==> src/rtl/i2s_audio_rx.sv <==
// I2S receiver: oversamples SCK/WS/SD on clk and emits one channel's 16-bit
// samples as single-cycle pulses, flagging selected slots that end early.
module i2s_audio_rx #(
  parameter bit CHANNEL       = 1'b0,
  parameter int MAX_SLOT_BITS = 32
) (
  input  logic        clk,
  input  logic        rst_n,
  input  logic        enable,
  input  logic        i2s_sck,
  input  logic        i2s_ws,
  input  logic        i2s_sd,
  output logic [15:0] audio_out,
  output logic        audio_valid,
  output logic        frame_err
);

  localparam int             CNT_W     = $clog2(MAX_SLOT_BITS + 1);
  localparam logic [CNT_W-1:0] CNT_MAX   = CNT_W'(MAX_SLOT_BITS);
  localparam logic [CNT_W-1:0] WORD_LAST = CNT_W'(15);

  typedef enum logic [1:0] {ST_DISABLED, ST_SYNC, ST_SHIFT, ST_SKIP} state_e;

  logic [2:0]       sck_sync_q;
  logic [1:0]       ws_sync_q, sd_sync_q;
  state_e           state_q, state_d;
  logic             ws_prev_q, ws_prev_d;
  logic             ws_seen_q, ws_seen_d;
  logic             slot_ch_q, slot_ch_d;
  logic [CNT_W-1:0] bit_cnt_q, bit_cnt_d;
  logic [15:0]      shift_q, shift_d;
  logic [15:0]      audio_out_q, audio_out_d;
  logic             audio_valid_q, audio_valid_d;
  logic             frame_err_q, frame_err_d;

  logic             sck_rise, ws_s, sd_s, ws_chg;
  logic [CNT_W-1:0] bit_cnt_inc;
  state_e           slot_state;

  assign sck_rise    = sck_sync_q[1] & ~sck_sync_q[2];
  assign ws_s        = ws_sync_q[1];
  assign sd_s        = sd_sync_q[1];
  // ws_seen gates out a false boundary on the very first edge after reset
  assign ws_chg      = sck_rise & ws_seen_q & (ws_s != ws_prev_q);
  assign bit_cnt_inc = (bit_cnt_q == CNT_MAX) ? bit_cnt_q : bit_cnt_q + CNT_W'(1);
  assign slot_state  = (ws_s == CHANNEL) ? ST_SHIFT : ST_SKIP;

  always_comb begin
    state_d       = state_q;
    ws_prev_d     = ws_prev_q;
    ws_seen_d     = ws_seen_q;
    slot_ch_d     = slot_ch_q;
    bit_cnt_d     = bit_cnt_q;
    shift_d       = shift_q;
    audio_out_d   = audio_out_q;
    audio_valid_d = 1'b0;
    frame_err_d   = 1'b0;

    // WS history is tracked even while disabled so enabling never sees a stale level
    if (sck_rise) begin
      ws_prev_d = ws_s;
      ws_seen_d = 1'b1;
    end

    if (!enable) begin
      state_d   = ST_DISABLED;
      bit_cnt_d = '0;
    end else begin
      unique case (state_q)
        ST_DISABLED: state_d = ST_SYNC;
        ST_SYNC: begin
          if (ws_chg) begin
            slot_ch_d = ws_s;
            bit_cnt_d = '0;
            state_d   = slot_state;
          end
        end
        ST_SHIFT: begin
          if (ws_chg) begin
            frame_err_d = 1'b1;
            slot_ch_d   = ws_s;
            bit_cnt_d   = '0;
            state_d     = slot_state;
          end else if (sck_rise) begin
            shift_d   = {shift_q[14:0], sd_s};
            bit_cnt_d = bit_cnt_inc;
            if (bit_cnt_q == WORD_LAST) begin
              audio_out_d   = {shift_q[14:0], sd_s};
              audio_valid_d = 1'b1;
              state_d       = ST_SKIP;
            end
          end
        end
        ST_SKIP: begin
          if (ws_chg) begin
            slot_ch_d = ws_s;
            bit_cnt_d = '0;
            state_d   = slot_state;
          end else if (sck_rise) begin
            bit_cnt_d = bit_cnt_inc;
          end
        end
        default: state_d = ST_DISABLED;
      endcase
    end
  end

  always_ff @(posedge clk or negedge rst_n) begin
    if (!rst_n) begin
      sck_sync_q    <= '0;
      ws_sync_q     <= '0;
      sd_sync_q     <= '0;
      state_q       <= ST_DISABLED;
      ws_prev_q     <= 1'b0;
      ws_seen_q     <= 1'b0;
      slot_ch_q     <= 1'b0;
      bit_cnt_q     <= '0;
      shift_q       <= '0;
      audio_out_q   <= '0;
      audio_valid_q <= 1'b0;
      frame_err_q   <= 1'b0;
    end else begin
      sck_sync_q    <= {sck_sync_q[1:0], i2s_sck};
      ws_sync_q     <= {ws_sync_q[0], i2s_ws};
      sd_sync_q     <= {sd_sync_q[0], i2s_sd};
      state_q       <= state_d;
      ws_prev_q     <= ws_prev_d;
      ws_seen_q     <= ws_seen_d;
      slot_ch_q     <= slot_ch_d;
      bit_cnt_q     <= bit_cnt_d;
      shift_q       <= shift_d;
      audio_out_q   <= audio_out_d;
      audio_valid_q <= audio_valid_d;
      frame_err_q   <= frame_err_d;
    end
  end

  assign audio_out   = audio_out_q;
  assign audio_valid = audio_valid_q;
  assign frame_err   = frame_err_q;

endmodule
==> config.mk <==
export PLATFORM = sky130hd
export DESIGN_NAME = i2s_audio_rx
export DESIGN_NICKNAME = d
export VERILOG_FILES = /design/src/rtl/i2s_audio_rx.sv
export SDC_FILE = /design/constraint.sdc
export NUM_CORES = 1
export LEC_CHECK = 0
export BUFFER_PORTS_ARGS = -buffer_cell sky130_fd_sc_hd__buf_2
export CAP_MARGIN = 30
export CORE_MARGIN = 4
export CORE_UTILIZATION = 40
export CTS_CLUSTER_SIZE = 20
export DETAILED_ROUTE_END_ITERATION = 16
export GPL_ROUTABILITY_DRIVEN = 0
export PLACE_DENSITY = 0.6
export SLEW_MARGIN = 20
export SYNTH_ARGS = -nofsm -noshare
export SYNTH_HDL_FRONTEND = slang
export SYNTH_SLANG_ARGS = --single-unit
==> constraint.sdc <==
create_clock -name clk -period 5.23 [get_ports clk]
set_input_delay 0.2615 -clock clk [delete_from_list [all_inputs] [get_ports clk]]
set_output_delay 0.2615 -clock clk [all_outputs]
set_load 0.005 [all_outputs]
==> impl_metrics.py <==
metrics = {
    "logic_synthesis": {
        "syn_inst": 137,
        "synth_edf_count": 0,
        "synth_area_leader_cell": "dfrtp_1",
        "ys_warn_count": 0,
        "synthTopCellsByArea": "dfrtp_1 (61%), mux2_2 (13%), mux2_4 (6.6%), a211o_1 (1.3%), and3_1 (1.2%)",
        "ys_seq_area_frac": 0.613,
        "synth.most_common_cell": "dfrtp_1",
        "synth.distinct_cells": 35,
        "syn_nets": 145,
        "synth_common_cells": "dfrtp_1 (50), mux2_2 (23), mux2_4 (9)",
        "synth.cell_area_mm2": 0.00204,
        "ys_ff_latch": 50,
        "synth-main-ff-cell": "dfrtp_1",
        "synth_top_area_share": 0.613,
        "avgSynthCellArea_um2": 14.9,
        "synthArstFlopShare": 1.00,
    },
    "clock_network": {
        "clkTransAtPathRegs_ps": 90,
        "insertion_delay_ps": 290,
        "cts_tree": "yes",
        "cts_buffer_depth": 2,
        "cts_buffers": 5,
        "root_buffer": "clkbuf_8",
        "htree_num_levels": 2,
        "cts_setup_buffers": 0,
        "cts.sink_count": 50,
    },
    "critical_path": {
        "cp.required_ps": 5410,
        "timing.rr.start": "state_q[1]$_DFFE_PN0P_",
        "r2r-end": "audio_out[10]$_DFFE_PN0P_",
        "reg2reg_depth": 4,
        "path_cells": "nand4b_2 > a211oi_4 > nand2_4 > mux2_4",
        "start_kind": "flop",
        "slowest_stage": "a211oi_4",
        "critical_path_class": "reg -> reg",
        "crit_fanout": 17,
        "crit_path_max_incr_delay_ps": 770,
        "cp-end-kind": "flop",
        "r2r_setup_slack_ps": 2990,
        "cp.arrival_ps": 2420,
    },
    "final_layout": {
        "n_fill_cell": 464,
        "nets": 171,
        "drive_above_1_share": 0.411,
        "diodes": 0,
        "area_growth_pct": 14.0,
    },
    "floorplanning": {
        "coreArea_mm2": 0.00482,
        "rows": 25,
        "die-area_mm2": 0.00631,
        "die_w_um": 79.4,
        "io_pins": 24,
        "die_h_um": 79.4,
        "start_util": 0.424,
    },
    "power_and_ir_drop": {
        "leakage_uw": 0.00123,
        "powerDensity_mw_per_mm2": 272,
        "seq_power_share": 0.629,
        "switching_share": 0.217,
        "clkPwrFrac": 0.325,
        "intPower_uw": 494,
        "vdd_drop_max_mv": 0.149,
        "comb_power_share": 0.046,
        "p_sw_uw": 137,
    },
    "grt": {
        "antenna_found_initial": 0,
        "grt_max_degree": 27,
        "groute.usage.overall": 0.116,
        "overflow": 0,
        "grt_pass1_vias": 1216,
        "grt_pass1_wl_um": 5680,
    },
    "route": {
        "num_vias": 1128,
        "wl_um": 3250,
        "wl_per_cell_um": 14.1,
        "ant_nets": 0,
        "post-route-drc-count": 0,
        "avgViaCountPerCell": 4.90,
        "drt_iter0_drc": 57,
        "firstDrtPassIters": 4,
    },
    "sta": {
        "max-slew-margin-rel": 0.422,
        "hold_ws_ps": 77.4,
        "hold_viol": 0,
        "setup_tns_ps": 0,
        "setup_viol": 0,
        "fin_skew_ps": 9.53,
        "finalCritPeriodShare": 0.428,
        "rsz0062_at_grt": "no",
        "fin_crit_ps": 2240,
        "worstMarginPinSlew_ps": 864,
        "max_freq_mhz": 447,
        "slew_viol_final": 0,
    },
    "run": {
        "maxCapViolations": 0,
    },
    "worst_hold_path": {
        "hold_depth": 1,
        "hp-class": "in -> reg",
        "holdPathEnd": "ws_sync_q[0]$_DFF_PN0_",
        "holdCritStartpoint": "i2s_ws",
    },
    "placed_design": {
        "port_buffers": 23,
        "post-dp-hpwl_um": 2360,
    },
    "outcome": {
        "status": "completed",
    },
}
power groups by stage:
stage / Sequential [uW] / Clock, uW / Combinational (uW)
2_1_floorplan: 403 / 0 / 16.9
3_3_place_gp: 405 / 0 / 25.7
3_5_place_dp: 405 / 0 / 29.2
4_1_cts: 397 / 217 / 30.0
5_1_grt: 398 / 232 / 32.9
6_report: 397 / 205 / 29.2
state kept, by name (all words and copies together) (netlist names):
register / flops
sd_sync_q: 2
frame_err: 1
ws_prev_q: 1
state_q: 2
bit_cnt_q: 6
audio_valid: 1
ws_seen_q: 1
sck_sync_q: 3
shift_q: 15
audio_out: 16
ws_sync_q: 2
cell families after synthesis:
group                    count (synthesis)  synth area share
multiplexers                            34             0.203
adder cells (fa/ha/maj)                  2            0.0123
AND/OR/NAND/NOR                         27            0.0883
AO/OA/AOI/OAI                           13            0.0564
flip-flops                              50             0.613
buffers and inverters                   10            0.0227
XOR/XNOR                                 1           0.00429
cell usage in the layout, fill, tap and decap left out, drive strengths merged, types with 2 or more instances in the layout:
master,n
nor4,3
nand2,4
clkbuf,6
a211o,3
buf,24
dfrtp,50
nor2b,2
and3,4
or2,2
nor3,2
ha,2
nand3,3
inv,4
nor3b,2
mux2i,2
mux2,32
through the flow:
| stage | std cells | utilization | total power (uW) | setup slack, ps | cell area, um^2 |
|---|---|---|---|---|---|
| 2_1_floorplan | 137 | - | 420 | 3480 | 2040 |
| 3_3_place_gp | 221 | 0.458 | 430 | 3040 | 2210 |
| 3_5_place_dp | 222 | 0.464 | 434 | 2960 | 2240 |
| 4_1_cts | 230 | 0.483 | 644 | 2950 | 2330 |
| 5_1_grt | 230 | 0.483 | 663 | 2790 | 2330 |
| 6_report | 230 | 0.483 | 632 | 2990 | 2330 |
worst max-delay path by stage:
stage / from / endpoint / slack [ps]
global placement: ws_prev_q$_DFFE_PN0N_ / audio_out[7]$_DFFE_PN0P_ / 3040
detailed placement: ws_prev_q$_DFFE_PN0N_ / audio_out[9]$_DFFE_PN0P_ / 2960
global route: state_q[1]$_DFFE_PN0P_ / audio_out[9]$_DFFE_PN0P_ / 2790
floorplan: ws_prev_q$_DFFE_PN0N_ / shift_q[10]$_DFFE_PN0P_ / 3480
finish: state_q[1]$_DFFE_PN0P_ / audio_out[10]$_DFFE_PN0P_ / 2990
CTS: ws_prev_q$_DFFE_PN0N_ / audio_out[9]$_DFFE_PN0P_ / 2950
layer usage:
metal	routed length [um]	GRT usage	vias up
li1	-	-	540
met1	1530	0.152	566
met2	1540	0.182	17
met3	138	0.0372	5
met4	37	0.0361	0
met5	0	0	-
cell type report:
cell class,instances,area (um^2),area share
clock buffers,6,72.6,0.0312
clock inverters,1,7.51,0.00323
inverters,4,15.0,0.00646
multi-input cells,77,743,0.320
flip-flops and latches,50,1250,0.538
well taps,67,83.8,0.0360
repair buffers,25,153,0.0656
worst max-delay path, delay by kind of cell (launching register included):
kind / cells / cell delay, ps
AO/OA/AOI/OAI: 1 / 770
flip-flops: 1 / 450
multiplexers: 1 / 370
AND/OR/NAND/NOR: 2 / 510
repair_timing:
action / 4_1_cts / 5_1_grt
gates resized for setup: 0 / 0
hold buffers: 1 / 0
hold endpoints to repair: 25 / 0
Note: power is estimated with default switching activity, not from simulation.
